--- config.mk ---
export PLATFORM = sky130hd
export DESIGN_NAME = alu_ext
export DESIGN_NICKNAME = d
export VERILOG_FILES = /design/src/rtl/alu_ext.sv
export SDC_FILE = /design/constraint.sdc
export NUM_CORES = 1
export LEC_CHECK = 0
export BUFFER_PORTS_ARGS = -buffer_cell sky130_fd_sc_hd__buf_2
export CORE_MARGIN = 2
export CORE_UTILIZATION = 30
export DETAILED_ROUTE_END_ITERATION = 6
export PLACE_DENSITY = 0.54
export RECOVER_POWER = 25
export SKIP_CTS_REPAIR_TIMING = 1
export SLEW_MARGIN = 5
export SYNTH_ARGS = -nofsm -noshare
export SYNTH_HDL_FRONTEND = slang
export SYNTH_SLANG_ARGS = --single-unit
--- constraint.sdc ---
create_clock -name clk -period 4.1 [get_ports clk]
set_clock_uncertainty 0.05 [all_clocks]
set_input_delay 0.205 -clock clk [delete_from_list [all_inputs] [get_ports clk]]
set_output_delay 0.205 -clock clk [all_outputs]
set_load 0.02 [all_outputs]
--- src/rtl/alu_ext.sv ---
// alu_ext -- registered ALU with a carry/overflow flag and a sequential
// shift-add multiplier.
//
// Ports:
//   clk          rising-edge clock
//   rst          asynchronous, active-high reset
//   data_hazard  stall: while 1 no new op is accepted
//   op[3:0]      operation select
//   in_a, in_b   WIDTH-bit operands
//   alu_out      registered result (product low half after MUL)
//   hi_out       registered product high half
//   OVF_out      registered carry/overflow flag
//   Z_out        registered zero flag of alu_out
//   N_out        registered negative flag (alu_out MSB)
//   busy         multiply in progress; inputs are ignored while high
//
// Single-cycle ops show their result one clock after acceptance. MUL runs
// WIDTH iterations, one per clock, and loads alu_out/hi_out/flags together
// on the last one.
module alu_ext #(
  parameter int WIDTH  = 8,
  parameter bit MUL_EN = 1'b1
) (
  input  logic             clk,
  input  logic             rst,
  input  logic             data_hazard,
  input  logic [3:0]       op,
  input  logic [WIDTH-1:0] in_a,
  input  logic [WIDTH-1:0] in_b,
  output logic [WIDTH-1:0] alu_out,
  output logic [WIDTH-1:0] hi_out,
  output logic             OVF_out,
  output logic             Z_out,
  output logic             N_out,
  output logic             busy
);

  localparam int CW = $clog2(WIDTH + 1);

  typedef enum logic {
    ST_IDLE = 1'b0,
    ST_MUL  = 1'b1
  } state_t;

  state_t                 state_q, state_d;
  logic [WIDTH-1:0]       alu_q, alu_d;
  logic [WIDTH-1:0]       hi_q, hi_d;
  logic                   ovf_q, ovf_d;
  logic                   z_q, z_d;
  logic                   n_q, n_d;
  // Multiplicand latch; the multiplier is latched into the low half of
  // prod_q and consumed one bit per iteration as the product shifts in.
  logic [WIDTH-1:0]       a_q, a_d;
  logic [2*WIDTH-1:0]     prod_q, prod_d;
  logic [CW-1:0]          cnt_q, cnt_d;

  logic                   accept;
  logic [WIDTH:0]         sum_add;
  logic [WIDTH:0]         sum_adc;
  logic [WIDTH:0]         sum_sub;
  logic [WIDTH:0]         step_sum;
  logic [2*WIDTH-1:0]     prod_step;
  logic [WIDTH-1:0]       res;
  logic                   wr;

  assign accept   = (state_q == ST_IDLE) && !data_hazard;

  assign sum_add  = {1'b0, in_a} + {1'b0, in_b};
  assign sum_adc  = sum_add + {{WIDTH{1'b0}}, ovf_q};
  // Bit WIDTH of the difference is the borrow, i.e. set exactly when A < B.
  assign sum_sub  = {1'b0, in_a} - {1'b0, in_b};

  // One shift-add iteration: conditionally add the multiplicand into the
  // upper half, then shift the whole (WIDTH+1)+(WIDTH-1) bit value right.
  assign step_sum  = {1'b0, prod_q[2*WIDTH-1:WIDTH]}
                   + (prod_q[0] ? {1'b0, a_q} : {(WIDTH+1){1'b0}});
  assign prod_step = {step_sum, prod_q[WIDTH-1:1]};

  always_comb begin
    state_d = state_q;
    alu_d   = alu_q;
    hi_d    = hi_q;
    ovf_d   = ovf_q;
    z_d     = z_q;
    n_d     = n_q;
    a_d     = a_q;
    prod_d  = prod_q;
    cnt_d   = cnt_q;
    res     = alu_q;
    wr      = 1'b0;

    case (state_q)
      ST_IDLE: begin
        if (accept) begin
          case (op)
            4'b0000: begin res = in_a;                     wr = 1'b1; end
            4'b0001: begin res = sum_add[WIDTH-1:0];       wr = 1'b1;
                           ovf_d = sum_add[WIDTH];                    end
            4'b0010: begin res = in_a & in_b;              wr = 1'b1; end
            4'b0011: begin res = in_a ^ in_b;              wr = 1'b1; end
            4'b0100: begin res = in_b;                     wr = 1'b1; end
            4'b0101: begin res = sum_add[WIDTH-1:0];       wr = 1'b1; end
            4'b0110: begin res = in_a | in_b;              wr = 1'b1; end
            4'b0111: begin res = sum_sub[WIDTH-1:0];       wr = 1'b1;
                           ovf_d = sum_sub[WIDTH];                    end
            4'b1000: begin res = sum_adc[WIDTH-1:0];       wr = 1'b1;
                           ovf_d = sum_adc[WIDTH];                    end
            4'b1001: begin res = {in_a[WIDTH-2:0], 1'b0};  wr = 1'b1;
                           ovf_d = in_a[WIDTH-1];                     end
            4'b1010: begin res = {1'b0, in_a[WIDTH-1:1]};  wr = 1'b1;
                           ovf_d = in_a[0];                           end
            // Rotate left through the flag: old flag enters the LSB.
            4'b1011: begin res = {in_a[WIDTH-2:0], ovf_q}; wr = 1'b1;
                           ovf_d = in_a[WIDTH-1];                     end
            4'b1100: begin
              // With the multiplier disabled this encoding does nothing.
              if (MUL_EN) begin
                state_d = ST_MUL;
                a_d     = in_a;
                prod_d  = {{WIDTH{1'b0}}, in_b};
                cnt_d   = '0;
              end
            end
            4'b1101: ovf_d = 1'b0;
            4'b1110: begin res = hi_q;                     wr = 1'b1; end
            default: ;
          endcase
        end
      end

      ST_MUL: begin
        prod_d = prod_step;
        cnt_d  = cnt_q + 1'b1;
        if (cnt_q == CW'(WIDTH - 1)) begin
          // Last iteration: publish the finished product directly from
          // the combinational step so it lands exactly WIDTH edges in.
          state_d = ST_IDLE;
          res     = prod_step[WIDTH-1:0];
          wr      = 1'b1;
          hi_d    = prod_step[2*WIDTH-1:WIDTH];
          ovf_d   = |prod_step[2*WIDTH-1:WIDTH];
        end
      end
    endcase

    if (wr) begin
      alu_d = res;
      z_d   = (res == '0);
      n_d   = res[WIDTH-1];
    end
  end

  always_ff @(posedge clk or posedge rst) begin
    if (rst) begin
      state_q <= ST_IDLE;
      alu_q   <= '0;
      hi_q    <= '0;
      ovf_q   <= 1'b0;
      z_q     <= 1'b0;
      n_q     <= 1'b0;
      a_q     <= '0;
      prod_q  <= '0;
      cnt_q   <= '0;
    end else begin
      state_q <= state_d;
      alu_q   <= alu_d;
      hi_q    <= hi_d;
      ovf_q   <= ovf_d;
      z_q     <= z_d;
      n_q     <= n_d;
      a_q     <= a_d;
      prod_q  <= prod_d;
      cnt_q   <= cnt_d;
    end
  end

  assign alu_out = alu_q;
  assign hi_out  = hi_q;
  assign OVF_out = ovf_q;
  assign Z_out   = z_q;
  assign N_out   = n_q;
  assign busy    = (state_q == ST_MUL);

endmodule

# Yosys cells after proc, flatten, opt, wreduce, memory -nomap -nowiden
# Cells that the tools add are included.
# classes
add_sub_neg	5
eq_ne	19
muxes	23
n_bitwise	4
n_reduce_logical	12
# op_table
op	count
$pmux 8 s12	1
$mux 16	2
$pmux 16 s2	1
$eq 4x4->1 const B	7
$mux 8	3
$eq 4x3->1 const B	5
$add 8x8->9	2
$pmux 8 s2	1
$reduce_or 13->1	1
$add 9x1->9	1
$sub 8x8->9	1
$and 8x8->8	1
$eq 4x2->1 const B	2
$logic_not 8->1	1
$mux 1	8
$mux 4	2
$or 8x8->8	1
$pmux 4 s2	1
$reduce_or 8->1	1
$xor 8x8->8	1
$ne 7x2->1 const B	1
$pmux 1 s2	3
$pmux 1 s6	1
$reduce_and 3->1	2
other kinds (10)	13
# word_totals
reg_bits	48
wordCells	72

# Longest topological paths before layout
# logic_depth
depth_word	6
depth_mapped	13

# Worst setup path before layout
# No wires, ideal clock.
# synth_timing
kind	in2reg
from	input in_a[0]
to	register z_q, in the netlist Z_out
arrival_time_ps	2715
required_time_ps	3946
slack_ps	1232
path_stages	12
path_cell_list	ha_1 > inv_1 > fa_1 > inv_1 > ha_1 > a22o_1 > a221o_1 > nor4_1 > o221ai_1 > nor4bb_1 > nand3_1 > o41ai_2
# synth_between
elab_chain_len	6
elab_cells_between_ends	10
# synth_rtl
item	line	source
start: declaration	28	input logic [WIDTH-1:0] in_a,
$add 8x8->9	68	assign sum_add = {1'b0, in_a} + {1'b0, in_b};
$add 9x1->9	69	assign sum_adc = sum_add + {{WIDTH{1'b0}}, ovf_q};
$pmux 8 s12 *	95	case (op)
$mux 8 *	94	if (accept) begin
$pmux 8 s2 *	92	case (state_q)
$logic_not 8->1 *	148	z_d = (res == '0);
end signal: assignment	169	z_q <= z_d;
end: declaration	49	logic z_q, z_d;
# Mark *: on every way between the ends. The rest lies on a longest branch, timed or not.
# A chain may end at the register's enable or synchronous reset.

# Worst setup path after layout
# layout_timing
from	input in_b[0]
to	register z_q, in the netlist Z_out
# layout_between
elab_chain_len	6
elab_cells_between_ends	10
# layout_rtl
item	line	source
start: declaration	29	input logic [WIDTH-1:0] in_b,
$add 8x8->9	68	
$add 9x1->9	69	
$pmux 8 s12 *	95	
$mux 8 *	94	
$pmux 8 s2 *	92	
$logic_not 8->1 *	148	
# Marked as above.

==> flow_summary.ini <==
[outcome]
status = finished, violations left
violations = max-capacitance violations, max-slew violations

[clock_tree]
root_buffer = clkbuf_16
path_clk_slew_ns = 0.07
clock_sinks = 47
cts_tree = built
cts_buffers = 5
cts_buffer_depth = 2
worst_skew_pair.late_latency_ns = 0.29
htree_levels = 2

[routing]
routed-via-count = 4223
vias_per_cell = 5.586
dr.first_iter.drc_count = 465
totalWireLength_mm = 14.36
final_antenna_net_count = 0
first_pass_iters = 5
detail_route.wl_per_cell_um = 19.00
drc = 0

[layout]
final_common_cell = nand2_1
layout-drive-gt1-share_pct = 13.29
diodes = 0
area_growth_pct = 11.46
nFillCells = 1553
post-route-util_pct = 34.00
stdcell_count = 756
final_cell_mix = nand2_1 (86), o21ai_0 (48), dfrtp_1 (47)
final_nets = 632

[worst_setup_path]
end_kind = flip-flop
start_kind = primary input
cp.depth = 13
cpLargestDelayFamily = adder cells
r2r_end = Z_out
cp_slowest_cell = fa_1
reg2reg_slack_ns = 1.09
critical_path_class = primary input to flip-flop
cp_cell_sequence = buf_2 -> ha_1 -> inv_1 -> fa_1 -> inv_1 -> ha_1 -> a22o_1 -> a221o_1 -> nor4_1 -> o221ai_1 -> nor4bb_1 -> nand3_1 -> o41ai_2
r2r_start = OVF_out
timing.critical_path.from = in_b[0]
cp_num_buf_inv = 3
cp_slowest_stage_delay_ns = 0.50
cp-endpoint = Z_out
reg2reg_depth = 9
cp.required_ns = 4.24
crit_path_max_fanout = 5
crit_arrival_ns = 3.38

[global_route]
gr-total-overflow = 0
antenna_found_initial = 0
grt_pass1_vias = 4201
grt_max_degree = 48
track_usage_pct = 18.24
grt_pass1_wl_mm = 22.95

[synth]
syn_area_um2 = 4399
synth_ff_type = dfrtp_1
ys_ff_latch = 47
yosys_warnings = 0
synth_top_area_share_pct = 26.73
ys_types = 78
synthCells = 546
ys_seq_area_share_pct = 26.73
syn-num-nets = 607
avgSynthCellArea_um2 = 8.057
synth_top_cell_by_area = dfrtp_1
ys_async_sr_fraction_pct = 100.0
synthTopCellsByArea = dfrtp_1 (27%), ha_1 (10%), nand2_1 (7.3%), o21ai_0 (5.5%), a21oi_1 (3.4%)
synth_edf_count = 0

[sta]
period_minus_slack_ns = 3.232
slew_headroom_pct = -21.36
fin_hold_ws_ns = 0.1814
rsz0062_at_grt = false
tns_ns = 0
fmax_mhz = 309.4
slew_violations = 48
hold_viol = 0
final.period_utilization_pct = 78.83
tightestPinTransition_ns = 1.818
setup_viol = 0

[power_and_ir_drop]
p_leak_uw = 0.002278
power_uw = 2325
p_per_area_nw_per_um2 = 474.1
irDropWorstVdd_uv = 233.6

[placement]
portBuffers = 42
place.gp.congestion = 0.9174
dpl.hpwl_mm = 11.17
place_inst = 748

[floorplan]
die_h_um = 125.1
io_pins = 43
coreArea_um2 = 14420
start_util_pct = 30.50
die_area_um2 = 15650
row_count = 44
die_w_um = 125.1

[hold_path]
hp-class = primary input to flip-flop

[run]
drv_cap = 1
[stage by stage]
stage / cell area, µm² / setup slack (ns)
5_1_grt: 4903 / 0.6695
2_1_floorplan: 4399 / 1.232
3_5_place_dp: 4732 / 0.6255
6_report: 4903 / 0.8680
4_1_cts: 4903 / 0.9154
3_3_place_gp: 4732 / 0.6838
[report_power, final]
part,total [µW],internal [µW],leakage (µW),switching [µW]
clock,473,290,0.0000804,183
sequential,780,629,0.000606,151
combinational,1070,393,0.00159,678
[per-layer routing]
metal | wire length (µm) | GRT usage (%) | up-vias
li1 | - | - | 2003
met1 | 6669 | 25.03 | 2033
met2 | 6591 | 29.64 | 163
met3 | 702 | 1.797 | 24
met4 | 397 | 7.190 | 0
met5 | 0 | 0 | -
[synth_stat cells (10+ instances only)]
| cell type | number |
|---|---|
| xnor2_1 | 12 |
| ha_1 | 35 |
| and2_1 | 10 |
| buf_2 | 14 |
| a21oi_1 | 30 |
| inv_1 | 34 |
| nor2b_1 | 10 |
| o21ai_0 | 48 |
| dfrtp_1 | 47 |
| nand2_1 | 86 |
| mux2i_1 | 13 |
| mux2_2 | 10 |
| nor2_1 | 33 |
| nor3_1 | 10 |
[cell type report]
cell class	instances	area, µm²	share of cell area (%)
clock buffer	5	125.1	2.552
inverter	34	127.6	2.603
clock inverter	3	46.29	0.9441
tap	184	230.2	4.695
timing repair buffer	45	232.7	4.746
sequential	47	1176	23.99
multi-input combinational	438	2965	60.47
[worst reg2reg max path, stage by stage (launching register included)]
cell      delay [ns]
dfrtp_1         0.45
ha_1            0.26
ha_1            0.29
a22o_1          0.22
a221o_1         0.33
nor4_1          0.46
o221ai_1        0.23
nor4bb_1        0.32
nand3_1         0.13
o41ai_2         0.19
[worst min path at each step]
stage / from / end / slack [ns] / cells past startpoint
floorplan: in_a[0] / a_q[0] / 0.31 / 1
finish: in_a[0] / a_q[0] / 0.18 / 2
global placement: prod_q[14] / prod_q[14] / 0.42 / 2
detailed placement: prod_q[14] / prod_q[14] / 0.43 / 2
global route: in_a[0] / a_q[0] / 0.19 / 2
CTS: rst / prod_q[12] / 0.14 / 2
[sequential cells by signal, summed over array words and instances, names as in the netlist]
| register | count |
|---|---|
| OVF_out | 1 |
| alu_out | 8 |
| prod_q | 16 |
| hi_out | 8 |
| Z_out | 1 |
| busy | 1 |
| a_q | 8 |
| cnt_q | 4 |
[cells by family after synthesis]
logic type | count (synthesis) | synth area share [%]
simple gates | 200 | 22.16
compound gates | 157 | 24.12
buf+inv | 61 | 5.859
flops | 47 | 26.73
fa+ha+maj | 38 | 11.32
mux | 23 | 5.518
xor+xnor | 20 | 4.295
No activity file was read; power rests on OpenSTA's default activity.
